--- src/rtl/reg_bank_pkg.sv ---
// Shared definitions for the reg_bank_2r1w register bank.
//   state_t  : bulk-clear sequencer states
//   addr_ok  : true when an index falls inside a bank of num_regs words
package reg_bank_pkg;

    typedef enum logic {
        IDLE  = 1'b0,
        CLEAR = 1'b1
    } state_t;

    // Indices are widened to 32 bits by the caller so one helper serves any
    // address width; needed because NUM_REGS need not be a power of two.
    function automatic logic addr_ok(input logic [31:0] addr, input int unsigned num_regs);
        return addr < num_regs;
    endfunction

endpackage

--- src/rtl/reg_bank_2r1w_word.sv ---
// One storage word of the register bank.
//   clk, rst : clock, asynchronous active-high reset (word -> 0)
//   load     : capture d on the rising edge
//   clr      : synchronous clear to 0 (takes priority over load)
//   d, q     : write data in, stored word out
module reg_word #(
    parameter int DATA_WIDTH = 32
) (
    input  logic                  clk,
    input  logic                  rst,
    input  logic                  load,
    input  logic                  clr,
    input  logic [DATA_WIDTH-1:0] d,
    output logic [DATA_WIDTH-1:0] q
);

    // NOTE: sequential state is assigned with <= so every flop samples the
    // pre-edge values of its inputs, independent of block ordering.
    // NOTE: the storage words are reset here on purpose: the bank must read
    // zero after reset, so this memory cannot be left to a RAM macro.
    always_ff @(posedge clk or posedge rst) begin
        if (rst) begin
            q <= '0;
        end else if (clr) begin
            q <= '0;
        end else if (load) begin
            q <= d;
        end
    end

endmodule

--- src/rtl/reg_bank_2r1w.sv ---
// Parametrised register bank: NUM_REGS words of DATA_WIDTH bits, one write
// port, two registered read ports with write-to-read bypass, and a sequenced
// bulk clear (one word per cycle while busy is high).
//   clk, rst               : clock, asynchronous active-high reset
//   wr_en, wr_addr, Din    : write strobe, binary write index, write data
//   rd_en_a/b, rd_addr_a/b : read strobe and index per port
//   q_a, q_b               : registered read data (holds when rd_en is low)
//   clear_req              : start a bulk clear (pulse or level)
//   busy                   : bulk clear in progress
module reg_bank_2r1w
    import reg_bank_pkg::*;
#(
    parameter int DATA_WIDTH = 32,
    parameter int NUM_REGS   = 16,
    parameter bit ZERO_REG0  = 1'b0,
    localparam int ADDR_WIDTH = $clog2(NUM_REGS)
) (
    input  logic                  clk,
    input  logic                  rst,
    input  logic                  wr_en,
    input  logic [ADDR_WIDTH-1:0] wr_addr,
    input  logic [DATA_WIDTH-1:0] Din,
    input  logic                  rd_en_a,
    input  logic [ADDR_WIDTH-1:0] rd_addr_a,
    input  logic                  rd_en_b,
    input  logic [ADDR_WIDTH-1:0] rd_addr_b,
    output logic [DATA_WIDTH-1:0] q_a,
    output logic [DATA_WIDTH-1:0] q_b,
    input  logic                  clear_req,
    output logic                  busy
);

    state_t                state;
    logic [ADDR_WIDTH-1:0] cnt;

    logic [DATA_WIDTH-1:0] words [NUM_REGS];
    logic [NUM_REGS-1:0]   load;
    logic [NUM_REGS-1:0]   clr;
    logic                  wr_accept;
    logic [DATA_WIDTH-1:0] rd_next_a;
    logic [DATA_WIDTH-1:0] rd_next_b;

    // A write is taken only in IDLE, to a real word, not to a hardwired-zero
    // word 0, and never in the same cycle as a clear request.
    assign wr_accept = wr_en
                     && (state == IDLE)
                     && !clear_req
                     && addr_ok(32'(wr_addr), NUM_REGS)
                     && !(ZERO_REG0 && (wr_addr == '0));

    // NOTE: every signal driven in always_comb gets a default first, so no
    // path through the block can leave it unassigned and infer a latch.
    always_comb begin
        load = '0;
        clr  = '0;
        for (int i = 0; i < NUM_REGS; i++) begin
            load[i] = wr_accept && (wr_addr == ADDR_WIDTH'(i));
            clr[i]  = (state == CLEAR) && (cnt == ADDR_WIDTH'(i));
        end
    end

    for (genvar i = 0; i < NUM_REGS; i++) begin : g_word
        reg_word #(
            .DATA_WIDTH(DATA_WIDTH)
        ) u_word (
            .clk (clk),
            .rst (rst),
            .load(load[i]),
            .clr (clr[i]),
            .d   (Din),
            .q   (words[i])
        );
    end

    // Read muxes: an index that matches no word yields 0, which covers
    // out-of-range addresses. The bypass sits last so an accepted write to
    // the same index wins; dropped writes never reach it via wr_accept.
    always_comb begin
        rd_next_a = '0;
        rd_next_b = '0;
        for (int i = 0; i < NUM_REGS; i++) begin
            if (rd_addr_a == ADDR_WIDTH'(i)) rd_next_a = words[i];
            if (rd_addr_b == ADDR_WIDTH'(i)) rd_next_b = words[i];
        end
        if (ZERO_REG0 && (rd_addr_a == '0)) rd_next_a = '0;
        if (ZERO_REG0 && (rd_addr_b == '0)) rd_next_b = '0;
        if (wr_accept && (wr_addr == rd_addr_a)) rd_next_a = Din;
        if (wr_accept && (wr_addr == rd_addr_b)) rd_next_b = Din;
    end

    always_ff @(posedge clk or posedge rst) begin
        if (rst) begin
            q_a <= '0;
            q_b <= '0;
        end else begin
            if (rd_en_a) q_a <= rd_next_a;
            if (rd_en_b) q_b <= rd_next_b;
        end
    end

    // Bulk-clear sequencer: cnt names the word cleared on the next edge;
    // the edge that clears the last word returns to IDLE.
    always_ff @(posedge clk or posedge rst) begin
        if (rst) begin
            state <= IDLE;
            cnt   <= '0;
            busy  <= 1'b0;
        end else begin
            case (state)
                IDLE: begin
                    if (clear_req) begin
                        state <= CLEAR;
                        cnt   <= '0;
                        busy  <= 1'b1;
                    end
                end
                CLEAR: begin
                    if (cnt == ADDR_WIDTH'(NUM_REGS - 1)) begin
                        state <= IDLE;
                        cnt   <= '0;
                        busy  <= 1'b0;
                    end else begin
                        cnt <= cnt + ADDR_WIDTH'(1);
                    end
                end
                default: begin
                    state <= IDLE;
                    cnt   <= '0;
                    busy  <= 1'b0;
                end
            endcase
        end
    end

endmodule

--- config.mk ---
export PLATFORM = sky130hd
export DESIGN_NAME = reg_bank_2r1w
export DESIGN_NICKNAME = d
export VERILOG_FILES = /design/src/rtl/reg_bank_pkg.sv /design/src/rtl/reg_bank_2r1w_word.sv /design/src/rtl/reg_bank_2r1w.sv
export SDC_FILE = /design/constraint.sdc
export NUM_CORES = 1
export LEC_CHECK = 0
export ABC_AREA = 1
export CAP_MARGIN = 20
export CELL_PAD_IN_SITES_DETAIL_PLACEMENT = 0
export CELL_PAD_IN_SITES_GLOBAL_PLACEMENT = 1
export CORE_MARGIN = 4
export CORE_UTILIZATION = 49
export CTS_CLUSTER_SIZE = 20
export DETAILED_ROUTE_END_ITERATION = 7
export GPL_TIMING_DRIVEN = 0
export PLACE_DENSITY_LB_ADDON = 0.1
export SYNTH_ARGS = -nofsm -noshare
export SYNTH_HDL_FRONTEND = slang
export SYNTH_SLANG_ARGS = --single-unit
--- constraint.sdc ---
create_clock -name clk -period 32.9 [get_ports clk]
set_input_delay 4.935 -clock clk [delete_from_list [all_inputs] [get_ports clk]]
set_output_delay 4.935 -clock clk [all_outputs]
set_load 0.05 [all_outputs]
==> flow_summary.html <==
<table>
<tr><th>Metric</th><th>Value</th></tr>
<tr><th colspan="2">Floorplanning</th></tr>
<tr><td>Die Height</td><td>254 um</td></tr>
<tr><td>Die W</td><td>254 um</td></tr>
<tr><td>Area of the core</td><td>59500 um^2</td></tr>
<tr><td>Die outline area</td><td>64400 um^2</td></tr>
<tr><td>Top Ports</td><td>115</td></tr>
<tr><td>Starting Density</td><td>49.8%</td></tr>
<tr><td>Cell row count</td><td>89</td></tr>
<tr><th colspan="2">Clock tree</th></tr>
<tr><td>Total setup buffers inserted after CTS</td><td>0</td></tr>
<tr><td>Maximum root-to-sink buffer count</td><td>3</td></tr>
<tr><td>Hold_buf cts</td><td>0</td></tr>
<tr><td>Number of cells upsized or downsized after cts</td><td>0</td></tr>
<tr><td>CTS sink count</td><td>582</td></tr>
<tr><td>Maximum level of the CTS H-tree</td><td>3</td></tr>
<tr><td>Clock tree from TritonCTS</td><td>done</td></tr>
<tr><td>CTS clock-pin slew for the worst setup and hold paths</td><td>0.06 ns</td></tr>
<tr><td>Worst-skew pair later-pin latency</td><td>0.62 ns</td></tr>
<tr><td>Clock buffers created by TritonCTS</td><td>67</td></tr>
<tr><td>Buffer type at the clock tree root</td><td>clkbuf_16</td></tr>
<tr><th colspan="2">Timing</th></tr>
<tr><td>Pin slew with the least headroom to its limit</td><td>1.13 ns</td></tr>
<tr><td>Final setup vio count</td><td>0</td></tr>
<tr><td>Share of the clock period used by the worst path after layout</td><td>24.5%</td></tr>
<tr><td>Worst clock skew on the final layout</td><td>0.0235 ns</td></tr>
<tr><td>Setup TNS</td><td>0 ns</td></tr>
<tr><td>Max-slew violation count</td><td>0</td></tr>
<tr><td>Unrepaired setup endpoints after global routing</td><td>false</td></tr>
<tr><td>Minimum period implied by the final worst setup slack</td><td>8.04 ns</td></tr>
<tr><td>Post-route worst setup slack</td><td>24.86 ns</td></tr>
<tr><td>Rel. slew slack</td><td>24.3%</td></tr>
<tr><td>Hold Violations, Final</td><td>0</td></tr>
<tr><td>Highest clock frequency the design can meet</td><td>124 MHz</td></tr>
<tr><th colspan="2">Detailed routing</th></tr>
<tr><td>Pre-antenna DRT Iters</td><td>8</td></tr>
<tr><td>Total routed wirelength</td><td>136000 um</td></tr>
<tr><td>Initial DRC Count</td><td>4002</td></tr>
<tr><td>Average wire per standard cell</td><td>27.8 um</td></tr>
<tr><td>Drt drc</td><td>0</td></tr>
<tr><td>Vias per cell</td><td>6.14</td></tr>
<tr><td>Count of antenna-violating nets left after detailed routing</td><td>0</td></tr>
<tr><td>Via count</td><td>30100</td></tr>
<tr><th colspan="2">Yosys</th></tr>
<tr><td>Number of flip-flops and latches in the synthesized netlist</td><td>582</td></tr>
<tr><td>Average size of a mapped cell</td><td>7.60 um^2</td></tr>
<tr><td>Net count after synthesis</td><td>3952</td></tr>
<tr><td>Count of yosys warnings during synthesis</td><td>0</td></tr>
<tr><td>Post-synthesis instance total</td><td>3898</td></tr>
<tr><td>Count of different cell masters after synthesis</td><td>32</td></tr>
<tr><td>Post-synthesis instance area</td><td>29600 um^2</td></tr>
<tr><td>Sequential share of the synthesized area</td><td>49.2%</td></tr>
<tr><th colspan="2">Run status</th></tr>
<tr><td>Run status</td><td>complete, no violations</td></tr>
<tr><th colspan="2">Power</th></tr>
<tr><td>Design Power</td><td>2.16 mW</td></tr>
<tr><td>Max VDD drop</td><td>0.0492 mV</td></tr>
<tr><td>Combinational share of power</td><td>21.8%</td></tr>
<tr><td>Net switching power</td><td>0.742 mW</td></tr>
<tr><td>Sequential group share of total power</td><td>42.8%</td></tr>
<tr><td>Leakage component of the power</td><td>15.0 nW</td></tr>
<tr><td>Ratio of total power to cell area</td><td>63.4 nW/um^2</td></tr>
<tr><td>Fraction of power spent switching nets</td><td>34.4%</td></tr>
<tr><td>Cell internal pwr</td><td>1.42 mW</td></tr>
<tr><td>Fraction of power consumed by the clock network</td><td>35.4%</td></tr>
<tr><th colspan="2">Global route</th></tr>
<tr><td>Combined global-route utilization of all metal layers</td><td>41.7%</td></tr>
<tr><td>Top Usage Layer GRT</td><td>met2</td></tr>
<tr><td>GR Overflow Total</td><td>0</td></tr>
<tr><td>Number of antenna violations at the first check in global routing</td><td>5</td></tr>
<tr><td>M1 GR Usage</td><td>54.9%</td></tr>
<tr><td>Global-route wire length before repair</td><td>196000 um</td></tr>
<tr><td>Via count of the first global-routing pass</td><td>28600</td></tr>
<tr><td>Met2 Track Usage GR</td><td>64.7%</td></tr>
<tr><td>Maximum number of pins on one net before global-route repair</td><td>126</td></tr>
<tr><td>Met3 global-route usage</td><td>6.95%</td></tr>
<tr><th colspan="2">Place</th></tr>
<tr><td>Port Buffer Count</td><td>110</td></tr>
<tr><td>Cell area reported after detailed placement</td><td>31800 um^2</td></tr>
<tr><td>Routability congestion estimate from global placement</td><td>1.01</td></tr>
<tr><td>Setup slack after placement</td><td>24.39 ns</td></tr>
<tr><td>HPWL reported at the end of detailed placement</td><td>105000 um</td></tr>
<tr><th colspan="2">Worst setup path</th></tr>
<tr><td>Required arrival time at the worst endpoint</td><td>33.41 ns</td></tr>
<tr><td>Worst Path Max Fanout</td><td>10</td></tr>
<tr><td>Worst Reg-to-Reg Cells</td><td>9</td></tr>
<tr><td>Type of element launching the critical path</td><td>input pin</td></tr>
<tr><td>Data arrival at the endpoint of the critical path</td><td>8.55 ns</td></tr>
<tr><td>Critical Path End Type</td><td>flop</td></tr>
<tr><td>Setup CP Type</td><td>input pin to flop</td></tr>
<tr><th colspan="2">Min path</th></tr>
<tr><td>Hold depth</td><td>2</td></tr>
<tr><td>Hold Crit Class</td><td>flop to flop</td></tr>
<tr><th colspan="2">Final layout</th></tr>
<tr><td>Final Cell Area</td><td>34000 um^2</td></tr>
<tr><td>Synthesis-to-finish area growth</td><td>14.9%</td></tr>
<tr><td>Fraction of layout cells with a size suffix above 1</td><td>5.27%</td></tr>
<tr><td>Filler Cell Count</td><td>5857</td></tr>
<tr><td>Number of nets in the layout</td><td>4137</td></tr>
<tr><td>Area occupied by registers</td><td>14600 um^2</td></tr>
<tr><td>Most frequent cells in the layout</td><td>nand2_1 (973), dfrtp_1 (582), inv_1 (417), o22ai_1 (331), nand3_1 (298)</td></tr>
<tr><td>Multi-input combinational cell area</td><td>12200 um^2</td></tr>
<tr><td>Leading cell type in the layout, fill and taps excluded</td><td>nand2_1</td></tr>
<tr><th colspan="2">Job</th></tr>
<tr><td># Max-Cap Violations</td><td>0</td></tr>
</table>
## cell type report
class	instances	area share, %
Clock buffer	105	6.01
Multi-Input combinational cell	2604	35.9
Clock inverter	14	0.379
Tap cell	773	2.84
Antenna cell	4	0.0294
Inverter	450	4.99
Buffer	262	3.32
Sequential cell	582	42.8
Timing Repair Buffer	116	3.69
## final timing paths
path                                    from                       to  slack [ns]
worst max-delay path            rd_addr_a[0]                   q_a[7]       24.86
worst min-delay path                 q_a[20]                  q_a[20]        0.47
worst max register to register         state  g_word[13].u_word.q[11]       29.81
worst min register to register       q_a[20]                  q_a[20]        0.47
max in group asynchronous                rst   g_word[2].u_word.q[13]       26.50
min in group asynchronous                rst                  q_b[24]        4.77
## sequential cells by signal, indices dropped and copies added, names as in the netlist
register / cells
busy: 1
cnt: 4
g_word.u_word.q: 512
q_a: 32
q_b: 32
state: 1
## Yosys cell counts, drive strengths merged
| library cell | n | area, um^2 |
|---|---|---|
| nor3 | 30 | 160 |
| o21ai | 275 | 1380 |
| o22ai | 331 | 2070 |
| a2111oi | 2 | 17.5 |
| nand2 | 980 | 3700 |
| o211ai | 9 | 67.6 |
| a21oi | 222 | 1110 |
| nand3 | 298 | 1490 |
| xnor2 | 2 | 17.5 |
| o32ai | 1 | 8.76 |
| xor2 | 2 | 17.5 |
| nand3b | 1 | 7.51 |
| and3 | 2 | 12.5 |
| nand4 | 159 | 1000 |
| ha | 4 | 50.1 |
| dfrtp | 582 | 14600 |
| inv | 433 | 1630 |
| buf | 93 | 497 |
| a31oi | 2 | 12.5 |
| clkbuf | 169 | 634 |
| nor2 | 284 | 1100 |
| clkinv | 17 | 63.8 |
## critical path: stages
cell             delay [ns]
clkdlybuf4s50_1        0.64
inv_1                  0.17
nand2_1                0.21
nor2_1                 0.26
clkbuf_1               0.41
nand2_1                0.15
nand3_1                0.21
nor2_1                 0.32
nand4_1                0.19
o21ai_0                0.18
nand4_1                0.22
nor3_1                 0.34
nand4_1                0.16
nand2_1                0.10
nand2_1                0.05
## power by group through the flow
stage / combinational [mW] / clock [mW] / sequential (mW)
after floorplan: 0.246 / 0 / 0.958
after detailed placement: 0.458 / 0 / 0.931
after global placement: 0.450 / 0 / 0.931
after CTS: 0.459 / 0.761 / 0.920
after global routing: 0.503 / 0.791 / 0.936
final: 0.471 / 0.764 / 0.924
## metrics by stage
step	util, %	hold WS (ns)	cells
after global placement	53.3	0.462	4781
after global routing	57.2	0.499	4908
after CTS	57.2	0.480	4906
after floorplan	-	0.489	3898
after detailed placement	53.5	0.464	4787
final	57.2	0.474	4910
## per-layer routing
| layer | wire length, um | up-vias | share of wire, % |
|---|---|---|---|
| met5 | 0 | - | 0 |
| met4 | 10100 | 0 | 7.4 |
| met2 | 60900 | 1855 | 45 |
| met3 | 12200 | 422 | 8.9 |
| li1 | - | 13400 | - |
| met1 | 53100 | 14500 | 39 |
## logic make-up after synthesis
family,Yosys count,share of synthesized area (%)
AO/OA/AOI/OAI,842,15.8
buffers and inverters,712,9.53
XOR/XNOR,4,0.118
adder cells (fa/ha/maj),4,0.169
flip-flops,582,49.2
AND/OR/NAND/NOR,1754,25.2
(Power assumes the default switching activity.)
